<file path="config.mk">
export PLATFORM = sky130hd
export DESIGN_NAME = dro_array
export DESIGN_NICKNAME = d
export VERILOG_FILES = /design/src/rtl/dro_array_pkg.sv /design/src/rtl/dro_cell.sv /design/src/rtl/dro_array.sv
export SDC_FILE = /design/constraint.sdc
export NUM_CORES = 1
export LEC_CHECK = 0
export ABC_AREA = 0
export CAP_MARGIN = 20
export CORE_ASPECT_RATIO = 0.8
export CORE_MARGIN = 5
export CORE_UTILIZATION = 40
export DETAILED_ROUTE_END_ITERATION = 7
export PLACE_DENSITY = 0.64
export SETUP_SLACK_MARGIN = 0.4
export SLEW_MARGIN = 20
export SYNTH_ARGS = -nofsm -noshare
export SYNTH_HDL_FRONTEND = slang
export SYNTH_HIERARCHICAL = 1
export SYNTH_SLANG_ARGS = --single-unit
</file>
<file path="constraint.sdc">
create_clock -name clk -period 3.75 [get_ports clk]
set_input_delay 0.75 -clock clk [delete_from_list [all_inputs] [get_ports clk]]
set_output_delay 0.75 -clock clk [all_outputs]
set_load 0.01 [all_outputs]
</file>
<file path="src/rtl/dro_array_pkg.sv">
// Shared types and helpers for the DRO storage array.
// Count width derivation and toggle-encoded pulse detection.
package dro_array_pkg;

    typedef int unsigned dro_width_t;

    // Bits needed to hold a stored-pulse count of 0..depth.
    function automatic dro_width_t calc_cw(input dro_width_t depth);
        return dro_width_t'($clog2(depth + 1));
    endfunction

    // A toggle-encoded line carries one pulse per transition.
    function automatic logic toggle_detect(input logic cur, input logic hist);
        return cur ^ hist;
    endfunction

endpackage

</file>
<file path="src/rtl/dro_cell.sv">
// One destructive-readout channel: pulse counter, hold-window checker,
// read-to-output delay line and sticky violation/overflow flags.
module dro_cell
    import dro_array_pkg::*;
#(
    parameter int         DEPTH       = 1,
    parameter int         OUT_DELAY   = 2,
    parameter int         HOLD_CYCLES = 2,
    parameter dro_width_t CW          = 1
) (
    input  logic          clk,
    input  logic          rst,
    input  logic          en_i,
    input  logic          set_i,
    input  logic          read_i,
    output logic          out_o,
    output logic [CW-1:0] count_o,
    output logic          viol_o,
    output logic          ovf_o
);

    localparam int             HW      = $clog2(HOLD_CYCLES + 2);
    localparam logic [HW-1:0]  HOLD_C  = HW'(HOLD_CYCLES);
    localparam logic [CW-1:0]  DEPTH_C = CW'(DEPTH);
    localparam int             DLW     = (OUT_DELAY > 1) ? OUT_DELAY - 1 : 1;

    logic           set_h_q, read_h_q;
    logic [CW-1:0]  count_q, count_d;
    logic [HW-1:0]  since_set_q, since_set_d;
    logic [HW-1:0]  since_rd_q, since_rd_d;
    logic [DLW-1:0] dl_q, dl_d;
    logic           out_q, out_d;
    logic           viol_q, viol_d;
    logic           ovf_q, ovf_d;
    logic           set_ev, rd_ev, rd_ok;

    function automatic logic [HW-1:0] sat_inc(input logic [HW-1:0] v);
        return (v >= HOLD_C) ? HOLD_C : v + 1'b1;
    endfunction

    always_comb begin
        set_ev      = en_i & toggle_detect(set_i, set_h_q);
        rd_ev       = en_i & toggle_detect(read_i, read_h_q);
        rd_ok       = rd_ev && (count_q != '0);
        count_d     = count_q;
        viol_d      = viol_q;
        ovf_d       = ovf_q;
        // Read is applied before set so a coincident pair on a full cell is legal.
        if (rd_ok) begin
            count_d = count_q - 1'b1;
        end
        if (set_ev) begin
            if (count_d < DEPTH_C) begin
                count_d = count_d + 1'b1;
            end else begin
                ovf_d = 1'b1;
            end
        end

        // Counters hold edges elapsed since the last event, saturating at the window.
        since_set_d = set_ev ? sat_inc('0) : sat_inc(since_set_q);
        since_rd_d  = rd_ev  ? sat_inc('0) : sat_inc(since_rd_q);
        if (HOLD_CYCLES > 0) begin
            if (rd_ev && (set_ev || (since_set_q < HOLD_C))) begin
                viol_d = 1'b1;
            end
            if (set_ev && (since_rd_q < HOLD_C)) begin
                viol_d = 1'b1;
            end
        end

        dl_d[0] = rd_ok;
        for (int k = 1; k < DLW; k++) begin
            dl_d[k] = dl_q[k-1];
        end
        out_d = out_q ^ ((OUT_DELAY == 1) ? rd_ok : dl_q[DLW-1]);
    end

    always_ff @(posedge clk) begin
        if (rst) begin
            set_h_q     <= 1'b0;
            read_h_q    <= 1'b0;
            count_q     <= '0;
            since_set_q <= HOLD_C;
            since_rd_q  <= HOLD_C;
            dl_q        <= '0;
            out_q       <= 1'b0;
            viol_q      <= 1'b0;
            ovf_q       <= 1'b0;
        end else begin
            set_h_q     <= set_i;
            read_h_q    <= read_i;
            count_q     <= count_d;
            since_set_q <= since_set_d;
            since_rd_q  <= since_rd_d;
            dl_q        <= dl_d;
            out_q       <= out_d;
            viol_q      <= viol_d;
            ovf_q       <= ovf_d;
        end
    end

    assign out_o   = out_q;
    assign count_o = count_q;
    assign viol_o  = viol_q;
    assign ovf_o   = ovf_q;

endmodule

</file>
<file path="src/rtl/dro_array.sv">
// Multi-channel DRO storage array for SFQ behavioural co-simulation.
// Holds the post-reset init window and packs per-channel cell outputs.
module dro_array
    import dro_array_pkg::*;
#(
    parameter int CHANNELS    = 4,
    parameter int DEPTH       = 1,
    parameter int OUT_DELAY   = 2,
    parameter int HOLD_CYCLES = 2,
    parameter int INIT_CYCLES = 8,
    localparam dro_width_t CW = calc_cw(dro_width_t'(DEPTH))
) (
    input  logic                   clk,
    input  logic                   rst,
    input  logic [CHANNELS-1:0]    set,
    input  logic [CHANNELS-1:0]    read,
    output logic [CHANNELS-1:0]    out,
    output logic [CHANNELS*CW-1:0] count,
    output logic [CHANNELS-1:0]    viol,
    output logic [CHANNELS-1:0]    ovf,
    output logic                   ready
);

    localparam int            IW      = (INIT_CYCLES > 0) ? $clog2(INIT_CYCLES + 1) : 1;
    localparam logic [IW-1:0] INIT_C  = IW'(INIT_CYCLES);
    localparam logic          NO_INIT = (INIT_CYCLES == 0);

    logic [IW-1:0] init_cnt_q, init_cnt_d;
    logic          ready_q, ready_d;
    logic          en;

    always_comb begin
        init_cnt_d = init_cnt_q;
        ready_d    = ready_q;
        if (!ready_q) begin
            if (NO_INIT) begin
                ready_d = 1'b1;
            end else begin
                init_cnt_d = init_cnt_q + 1'b1;
                if (init_cnt_d == INIT_C) begin
                    ready_d = 1'b1;
                end
            end
        end
    end

    always_ff @(posedge clk) begin
        if (rst) begin
            init_cnt_q <= '0;
            ready_q    <= 1'b0;
        end else begin
            init_cnt_q <= init_cnt_d;
            ready_q    <= ready_d;
        end
    end

    // Events seen on the edge that raises ready are still inside the window.
    assign en    = ready_q | NO_INIT;
    assign ready = ready_q;

    for (genvar ch = 0; ch < CHANNELS; ch++) begin : g_cell
        dro_cell #(
            .DEPTH       (DEPTH),
            .OUT_DELAY   (OUT_DELAY),
            .HOLD_CYCLES (HOLD_CYCLES),
            .CW          (CW)
        ) u_cell (
            .clk     (clk),
            .rst     (rst),
            .en_i    (en),
            .set_i   (set[ch]),
            .read_i  (read[ch]),
            .out_o   (out[ch]),
            .count_o (count[ch*CW +: CW]),
            .viol_o  (viol[ch]),
            .ovf_o   (ovf[ch])
        );
    end

endmodule

</file>
==> summary.txt <==
Max-slew headroom: 40.3%
slowest stage delay, CP: 550 ps
CTS tree: done
Worst Hold Depth: 2
Area contributors post-synth: dfxtp_1 55%, a21oi_1 4.5%, xnor2_1 4.4%
fillers: 417
final hold vios: 0
Crit Path Class: reg2out
Area growth syn-to-layout: 24.2%
Synth area leader: dfxtp_1
reg2reg end: init_cnt_q[3]$_SDFFE_PP0N_
reg2reg start: ready$_SDFF_PP0_
# setup viols final: 0
max cap viols: 0
initial antenna violation count: 0
Post-synth EDFFs: 0
Peak VDD IR: 0.000282 V
WP data arrival: 1230 ps
Finished Cell Area: 0.00221 sq mm
Final Max Tran Viols: 0
cts bufs inserted: 5
Tightest Hold Check Type: reg2reg
Largest delay share family, worst path: buffers and inverters
number of remaining DRC errors: 0
Worst Hold End: g_cell[0].u_cell/ovf_o$_SDFFE_PP0P_
fin crit period: 1980 ps
Chip Height: 69.7 microns
syn avg cell area: 10.3 sq um
crit path capture type: output pin
layout cells sized above 1: 12.3%
worst path cell trace: clkdlybuf4s50_1
IO Count: 27
final wirelength: 2870 microns
outcome: completed
CP Max Fanout: 4
flop-to-flop setup slack: 2570 ps
syn nets: 184
cts hold-fix bufs: 0
hold_sp: g_cell[0].u_cell/ovf_o$_SDFFE_PP0P_
synthesized cell area: 0.00178 sq mm
first-pass GRT wire length: 5180 microns
gr ovfl total: 0
Inst Count DP: 253
TritonRoute pass-1 iters: 4
post-synth cell types: 22
skew final: 4.96 ps
Worst Path Buf+Inv: 1
Ys Warns: 6
DP Area: 0.00210 sq mm
non-filler cells, final: 261
Post-synth ARST share: 0%
Placer Congestion: 0.728
core area: 0.00426 sq mm
die area: 0.00589 sq mm
vias in the first global route: 1202
Post-synth top cells: 49 x dfxtp_1, 16 x a21oi_1, 13 x inv_1
clk_lat worst skew: 300 ps
DR iter-0 viols: 64
sequential area share after synthesis: 55.1%
post-CTS sizing: 0
RSZ-0062 raised after global routing: no
Die X: 84.6 microns
TritonCTS Sinks: 49
Setup Buffers After CTS: 0
Mapped Cells: 173
vias: 1204
nets@finish: 214
post-synthesis register bit count: 49
Detail Route Antenna Nets: 0
WP data required: 3000 ps
Layout Utilization: 51.9%
ant diodes: 0
H-tree depth: 2
buffers added on ports: 26
Storage cell area: 981 sq um
# rows: 21
initial cell density of the core: 41.8%
Detailed Place HPWL: 1940 microns
setup TNS: 0 ps
DR WL/cell: 11.0 microns
Worst-path clk slew: 80 ps
Clock Tree Buf Depth: 2
P per Cell Area: 427 mW/mm^2
ys flop type: dfxtp_1
Least-Margin Pin Slew: 896 ps
largest net degree at the start of global routing: 51
clk root buf: clkbuf_8
Fmax: 506 MHz
cells on worst reg2reg path: 4
area occupied by multi-input gates: 736 sq um
Vias per Instance: 4.61
final worst-path cycle share: 52.7%
Slowest cell on crit path: clkdlybuf4s50_1
Startpoint Class: flop
GRT Util Overall: 10.8%
Yosys top cell area share: 55.1%
Pleak: 0.825 nW
count leader, synth: dfxtp_1
==> per-stage QoR <==
step / hold slack (ps) / power, W / worst slack (ps)
after detailed placement: 474 / 0.000594 / 1820
after global placement: 463 / 0.000592 / 1850
after global routing: 539 / 0.000989 / 1700
after floorplan: 463 / 0.000575 / 2200
final: 481 / 0.000945 / 1770
after CTS: 496 / 0.000958 / 1750
==> metal layers <==
layer	wire length [microns]	track usage [%]	part of all wire [%]	vias up
met3	169	5.34	5.9	4
li1	-	-	-	631
met4	38	3.69	1.3	0
met1	1380	12.9	48	547
met2	1280	16.9	45	22
met5	0	0	0	-
==> cell type report <==
type | count | area share [%]
Inverter | 13 | 2.21
Clock inverter | 2 | 1.75
Sequential cell | 49 | 44.4
Timing Repair Buffer | 27 | 11.9
Clock buffer | 6 | 3.28
Multi-Input combinational cell | 107 | 33.3
Tap cell | 57 | 3.23
==> cell usage in the layout, fill, tap and decap left out <==
master and count:
dfxtp_1 49, clkdlybuf4s50_1 25, a21oi_1 16, inv_1 13, nor2_1 12, nor2b_1 9
xnor2_1 9, nand2_1 9, or2_2 8, a21o_1 8, xor2_1 7, clkbuf_8 5
nor3b_2 4, xor2_2 4, a31oi_1 4, o211ai_1 4, a41oi_1 4, o21ai_0 4
nand4b_1 1, nand3b_1 1, o22ai_1 1, mux2i_1 1, ha_1 1, bufinv_16 1
clkinv_4 1, clkbuf_1 1, buf_2 1, buf_4 1
==> flip-flops by register name, summed over array words and instances, names as in the netlist <==
register                   flops
g_cell.u_cell/since_rd_q       8
g_cell.u_cell/set_h_q          4
g_cell.u_cell/dl_q             4
ready                          1
g_cell.u_cell/count_o          4
init_cnt_q                     4
g_cell.u_cell/ovf_o            4
g_cell.u_cell/viol_o           4
g_cell.u_cell/out_o            4
g_cell.u_cell/read_h_q         4
g_cell.u_cell/since_set_q      8
==> report_power, final <==
part	switching (W)	internal (W)
registers	0.00000668	0.000527
clock network	0.000163	0.000200
logic	0.0000255	0.0000216
==> kinds of logic after synthesis <==
logic type,Yosys count,synth area share [%]
and+or+nand+nor,44,14.1
adders and majority gates,1,0.703
DFF,49,55.1
xor gates and xnor gates,20,11.5
muxes,1,0.562
AOI/OAI and AO/OA,41,14.4
buffers and inverters,17,3.58
==> how the worst max path moves through the flow <==
stage,cells past startpoint,start,end,slack [ps]
2_1_floorplan,0,ready$_SDFF_PP0_,ready,2200
3_3_place_gp,4,read[2],g_cell[2].u_cell/since_rd_q[1]$_SDFF_PP1_,1850
3_5_place_dp,4,read[3],g_cell[3].u_cell/since_rd_q[1]$_SDFF_PP1_,1820
4_1_cts,1,g_cell[2].u_cell/count_o$_SDFF_PP0_,count[2],1750
5_1_grt,1,g_cell[3].u_cell/count_o$_SDFF_PP0_,count[3],1700
6_report,1,g_cell[2].u_cell/count_o$_SDFF_PP0_,count[2],1770
No activity file was read; power rests on OpenSTA's default activity.
